**src/rtl/slv_wr_resp.sv**
```systemverilog
// Slave write-response path: takes write bursts from the crossbar, queues
// beats in a 2-entry FIFO, streams them to memory, and reports completion.
// Optional build macro WR_BURST_CHK_EN adds burst length and address
// continuity checking; without it only aborted bursts are flagged as errors.
module slv_wr_resp #(
  parameter int AW      = 12,
  parameter int DW      = 32,
  parameter int SW      = 4,
  parameter int MAXBEAT = 16
) (
  input  logic          iClk,
  input  logic          iRst_n,
  input  logic          iSlvWrReq,
  input  logic          iSlvWrValid,
  input  logic [AW-1:0] iSlvWrAddr,
  input  logic [SW-1:0] iSlvWrSel,
  input  logic [DW-1:0] iSlvWrData,
  input  logic          iSlvWrLast,
  output logic          oSlvWrReady,
  output logic          oMemWrEn,
  output logic [AW-1:0] oMemWrAddr,
  output logic [SW-1:0] oMemWrBe,
  output logic [DW-1:0] oMemWrData,
  input  logic          iMemWrRdy,
  output logic          oWrDone,
  output logic          oWrErr,
  output logic [4:0]    oWrBeatCnt
);

  localparam int EW = AW + SW + DW;

  typedef enum logic [1:0] {IDLE, BURST, DRAIN, DONE} state_t;

  state_t        state;
  state_t        state_nxt;
  logic [1:0]    fifo_cnt;
  logic [EW-1:0] head;
  logic [EW-1:0] tail;
  logic [EW-1:0] beat_in;
  logic [4:0]    beat_cnt;
  logic          err_flag;
  logic          fifo_full;
  logic          fifo_empty;
  logic          beat_acc;
  logic          pop;
  logic          push;
  logic          chk_err;
  logic          abort;
  logic          burst_start;

  // Handshake and FIFO status decode shared by the FSM and datapath
  always_comb begin
    fifo_full   = (fifo_cnt == 2'd2);
    fifo_empty  = (fifo_cnt == 2'd0);
    oSlvWrReady = (state == BURST) && !fifo_full;
    beat_acc    = iSlvWrValid && oSlvWrReady;
    pop         = !fifo_empty && iMemWrRdy;
    beat_in     = {iSlvWrAddr, iSlvWrSel, iSlvWrData};
    burst_start = (state == IDLE) && iSlvWrReq;
    abort       = (state == BURST) && !iSlvWrReq && !(beat_acc && iSlvWrLast);
  end

`ifdef WR_BURST_CHK_EN
  logic [AW-1:0] prev_addr;
  logic          over_len;
  logic          addr_jump;

  // Flag over-length bursts and address discontinuities; over-length beats are dropped
  always_comb begin
    over_len  = (int'(beat_cnt) >= MAXBEAT);
    addr_jump = (beat_cnt != 5'd0) && (iSlvWrAddr != prev_addr + AW'(1));
    chk_err   = beat_acc && (over_len || addr_jump);
    push      = beat_acc && !over_len;
  end

  // Remember the previous accepted address for the continuity check
  always_ff @(posedge iClk or negedge iRst_n) begin
    if (!iRst_n)       prev_addr <= '0;
    else if (beat_acc) prev_addr <= iSlvWrAddr;
  end
`else
  // Without checking every accepted beat goes to memory
  always_comb begin
    chk_err = 1'b0;
    push    = beat_acc;
  end
`endif

  // State register
  always_ff @(posedge iClk or negedge iRst_n) begin
    if (!iRst_n) state <= IDLE;
    else         state <= state_nxt;
  end

  // Next-state logic: a burst ends on its last beat or when the request drops
  always_comb begin
    state_nxt = state;
    unique case (state)
      IDLE:  if (iSlvWrReq) state_nxt = BURST;
      BURST: if ((beat_acc && iSlvWrLast) || !iSlvWrReq) state_nxt = DRAIN;
      DRAIN: if (fifo_empty) state_nxt = DONE;
      DONE:  state_nxt = IDLE;
      default: state_nxt = IDLE;
    endcase
  end

  // Saturating beat counter, cleared when a new burst starts
  always_ff @(posedge iClk or negedge iRst_n) begin
    if (!iRst_n)                            beat_cnt <= 5'd0;
    else if (burst_start)                   beat_cnt <= 5'd0;
    else if (beat_acc && beat_cnt != 5'd31) beat_cnt <= beat_cnt + 5'd1;
  end

  // Sticky error flag for the current burst, reported in the DONE cycle
  always_ff @(posedge iClk or negedge iRst_n) begin
    if (!iRst_n)               err_flag <= 1'b0;
    else if (burst_start)      err_flag <= 1'b0;
    else if (abort || chk_err) err_flag <= 1'b1;
  end

  // Two-entry shift FIFO; the head register drives the memory port directly
  always_ff @(posedge iClk or negedge iRst_n) begin
    if (!iRst_n) begin
      fifo_cnt <= 2'd0;
      head     <= '0;
      tail     <= '0;
    end else begin
      unique case ({push, pop})
        2'b10: begin
          if (fifo_empty) head <= beat_in;
          else            tail <= beat_in;
          fifo_cnt <= fifo_cnt + 2'd1;
        end
        2'b01: begin
          head     <= tail;
          fifo_cnt <= fifo_cnt - 2'd1;
        end
        2'b11: head <= beat_in;
        default: ;
      endcase
    end
  end

  // Output drive
  always_comb begin
    oMemWrEn                             = !fifo_empty;
    {oMemWrAddr, oMemWrBe, oMemWrData}   = head;
    oWrDone                              = (state == DONE);
    oWrErr                               = (state == DONE) && err_flag;
    oWrBeatCnt                           = beat_cnt;
  end

endmodule

```
**config.mk**
```make
export PLATFORM = sky130hd
export DESIGN_NAME = slv_wr_resp
export DESIGN_NICKNAME = d
export VERILOG_FILES = /design/src/rtl/slv_wr_resp.sv
export SDC_FILE = /design/constraint.sdc
export NUM_CORES = 1
export LEC_CHECK = 0
export CAP_MARGIN = 10
export CORE_MARGIN = 4
export CORE_UTILIZATION = 50
export CTS_CLUSTER_SIZE = 20
export DETAILED_ROUTE_END_ITERATION = 10
export GPL_ROUTABILITY_DRIVEN = 0
export PLACE_DENSITY = 0.79
export SYNTH_ARGS = -nofsm -noshare
export SYNTH_HDL_FRONTEND = slang
export SYNTH_SLANG_ARGS = --single-unit
```
**constraint.sdc**
```tcl
create_clock -name iClk -period 5.2 [get_ports iClk]
set_clock_uncertainty 0.05 [all_clocks]
set_input_delay 0.78 -clock iClk [delete_from_list [all_inputs] [get_ports iClk]]
set_output_delay 0.78 -clock iClk [all_outputs]
set_load 0.1 [all_outputs]
```
# After elaboration in Yosys (flattened, before gate mapping)
# Cells that the tools add are included.
[word_totals]
ff_bits = 106
out_inout_bits = 57
[classes]
n_mux = 11
bitwise = 1
n_reduce_logical = 23
addsub = 3
eq_ne = 12
[ops]
columns = ["cell", "count"]
rows = [
  ["one-hot mux 48 bit (3 select lines)", 1],
  ["two-way mux 48 bit", 1],
  ["equality test 2 bit, second input constant", 5],
  ["two-way mux 5 bit", 2],
  ["logical AND 1 bit", 9],
  ["one-hot mux 2 bit (4 select lines)", 1],
  ["two-way mux 2 bit", 3],
  ["inequality test 2 bit, second input constant", 3],
  ["nonzero test 2 bit", 3],
  ["adder 5 x 1 -> 5 bit, second input constant", 1],
  ["inequality test 5 bit, second input constant", 1],
  ["equality test 2 x 1 -> 1 bit, second input constant", 2],
  ["zero test 1 bit", 4],
  ["zero test 2 bit", 2],
  ["one-hot mux 2 bit (2 select lines)", 1],
  ["AND reduction 2 bit", 2],
  ["AND reduction 3 bit", 1],
  ["nonzero test 3 bit", 1],
  ["adder 2 x 1 -> 2 bit, second input constant", 1],
  ["two-way mux 1 bit", 2],
  ["inequality test 2 x 1 -> 1 bit, second input constant", 1],
  ["subtractor 2 x 1 -> 2 bit, second input constant", 1],
  ["logical OR 1 bit", 1],
  ["NOT 1 bit", 1],
]

# Depth between registers and ports, before layout
[logic_depth]
depth_word = 9
ltp_mapped = 9
ltp_nobuf = 7

# Least setup slack after synthesis
# OpenSTA, ideal clock, no wires.
[synth_path]
path_kind = "reg-to-output"
start = "reg state[0]"
end = "out oWrErr"
arrival_time_ps = 2048
n_path_buf = 0
stages_incl_launch_ff = 3
path_slack_ps = 2322
path_cell_list = "dfrtp_1 -> ha_1 -> and2_1"
[synth_via]
elab_chain_len = 2
[synth_rtl]
columns = ["item", "line", "source"]
rows = [
  ["start: declaration", "34", "state_t state;"],
  ["start signal: assignment", "92", "else state <= state_nxt;"],
  ["equality test 2 bit", "--", ""],
  ["net oWrDone", "25", "output logic oWrDone,"],
  ["logical AND 1 bit", "149", "oWrErr = (state == DONE) && err_flag;"],
  ["end: declaration", "26", "output logic oWrErr,"],
]
# The timed path passes the listed nets, and every way through them passes these cells.

# Worst setup path after layout
[layout_path]
start = "reg fifo_cnt[0]"
end = "out oMemWrEn"
[layout_via]
elab_chain_len = 2
[layout_rtl]
columns = ["item", "line", "source"]
rows = [
  ["start: declaration", "36", "logic [1:0] fifo_cnt;"],
  ["start signal: assignment", "132", "fifo_cnt <= fifo_cnt + 2'd1;"],
  ["start signal: assignment", "136", "fifo_cnt <= fifo_cnt - 2'd1;"],
  ["zero test 2 bit", "54", "fifo_empty = (fifo_cnt == 2'd0);"],
  ["zero test 1 bit", "146", "oMemWrEn = !fifo_empty;"],
  ["end: declaration", "20", "output logic oMemWrEn,"],
]
# Every way passes these cells.

==> out/metrics.csv <==
metric,value,unit
status,completed,
number of global-route vias before repair,3260,
Mapped Nets,434,
syn_area_per_cell,12.7,µm²
Top Ports,111,
Post-CTS Setup Inserts,0,
HPWL Detailed,6430,µm
"slowest stage delay, CP",1220,ps
first-pass GRT wire length,15700,µm
worst-margin pin slew,1030,ps
CP Cell Sequence,or2_0 -> clkdlybuf4s50_1,
"count leader, synth",dfrtp_1,
CTS H-tree depth,3,
most frequent cells after synthesis,"dfrtp_1, nor2_1, mux2i_1, a21oi_1, mux2_2",
total number of vias,3158,
chip height,105,µm
minimum clock period,3220,ps
DR vias/cell,5.33,
synthesized area,4710,µm²
"Data arrival, critical path",2390,ps
Final Hold Viols,0,
die area,11000,µm²
Synth Register Bits,106,
Max Cap Violations,0,
DRC Markers,0,
final net count,538,
Mapped Cells,372,
clk slew on worst S/H paths,90,ps
fill cell count,705,
CP max FO,6,
count of pins over their slew limit,0,
Finish-stage setup viols,0,
routed length per instance,15.9,µm
Synth area leader,dfrtp_1,
post-synthesis sequential area ratio,56.3,%
R2R setup slack,2470,ps
Final WS setup,1980,ps
Setup CP Type,reg -> out,
deepest clock path buffer count,2,
CTS resizes,0,
met1 usage,24.4,%
Synthesis Warnings,0,
CP max-delay cell,clkdlybuf4s50_1,
initial core utilization,51.2,%
Die X-Extent,105,µm
TritonCTS Buffers,9,
CTS Hold Bufs,0,
period utilization,62.0,%
GR Util met2,27.2,%
Final TNS setup,0,ps
Ant. Diodes,0,
antenna violations before repair,0,
CTS sink count,106,
CTS tree,built,
RSZ-0062 raised after global routing,no,
busiest grt layer,met2,
"Req. time, crit path",4370,ps
Netlist cell types,31,
DRT Wirelength,9410,µm
pin count of the biggest net entering global routing,66,
share of the synthesized area in the top cell type,56.3,%
1st-iter DRT viols,98,
GR Overflow Total,0,
Clock Tree Root,clkbuf_8,
core box area,9200,µm²
Post-synth ARST share,100,%
area grow syn2layout,28.2,%
row cnt,35,
PortBufs,110,
DR pass1 iterations,5,
share of layout cells above drive strength 1,15.6,%
"top cells by area, synth","dfrtp_1, mux2i_1, mux2_2",
Crit. End Element,primary output,
Max Fclk,0.310,GHz
number of enable flip-flop cells after synthesis,0,
smallest hold slack,453,ps
GR Layer Usage met3,4.63,%
crit start category,register,
worst hold-check path type,in -> async,
Post-synth top flop,dfrtp_1,
Place WS,1870,ps
latest clock arrival within the worst-skew pair,350,ps
Total Routing Usage GR,17.5,%
Routed Antenna Nets,0,
Rel. slew slack,31.5,%
## layout by cell type, fill, tap and decap left out, types with 2 or more instances in the layout
master,instances
nand3_1,3
clkdlybuf4s50_1,109
nand2_1,2
clkbuf_8,10
ha_1,7
clkinvlp_4,3
xnor2_1,5
a21oi_1,49
mux2_2,29
dfrtp_1,106
inv_1,6
mux2_4,20
nor2_1,54
mux2i_1,50
and2_1,3
buf_4,5
## final timing paths
kind	startpoint	to	cells after the start
min in group iClk	tail[3]$_DFFE_PN0P_	tail[3]$_DFFE_PN0P_	1
worst max-delay path	fifo_cnt[0]$_DFFE_PN0P_	oMemWrEn	2
max in group asynchronous	iRst_n	oWrBeatCnt[3]$_DFFE_PN0P_	2
worst max register to register	state[1]$_DFFE_PN0P_	tail[46]$_DFFE_PN0P_	8
worst min-delay path	iRst_n	head[28]$_DFFE_PN0P_	1
worst min register to register	tail[3]$_DFFE_PN0P_	tail[3]$_DFFE_PN0P_	1
## per-layer routing
| layer | vias to the layer above | wire length (µm) |
|---|---|---|
| met5 | - | 0 |
| met4 | 0 | 83 |
| met3 | 8 | 579 |
| met2 | 97 | 4350 |
| met1 | 1562 | 4390 |
| li1 | 1491 | - |
## sequential cells by signal (all words and copies together) (netlist names)
register,cells
tail,48
fifo_cnt,2
head,48
oWrBeatCnt,5
err_flag,1
state,2
## critical path, delay by kind of cell, from the launching register on
| family | cells | cell delay [ps] |
|---|---|---|
| buffers and inverters | 1 | 1220 |
| flip-flops | 1 | 460 |
| AND/OR/NAND/NOR | 1 | 370 |
## cell type report
type,instances,area (µm²),area share [%]
Clock inverter,5,38.8,0.642
Timing Repair Buffer,115,1150,19.0
Tap cell,111,139,2.30
Inverter,6,22.5,0.373
Multi-Input combinational cell,238,1900,31.4
Sequential cell,106,2650,43.9
Clock buffer,11,141,2.34
## stage by stage
step	std cells	area (µm²)	utilization, %
final	592	6040	65.7
after global routing	592	6040	65.7
after CTS	591	6020	65.5
after detailed placement	575	5840	63.5
after global placement	575	5840	63.5
after floorplan	372	4710	-
## kinds of logic (layout without fill, tap and decap cells)
| family | after synthesis | after routing | share of synthesized area [%] |
|---|---|---|---|
| flops | 106 | 106 | 56.3 |
| mux | 99 | 99 | 23.9 |
| simple gates | 70 | 70 | 6.38 |
| compound gates | 55 | 55 | 6.30 |
| buf+inv | 28 | 137 | 3.83 |
| fa+ha+maj | 8 | 8 | 2.13 |
| xor+xnor | 6 | 6 | 1.12 |
Power is left out: the tool's default activity adds up to more than one toggle a clock period on the data nets, which glitch-free logic cannot reach.
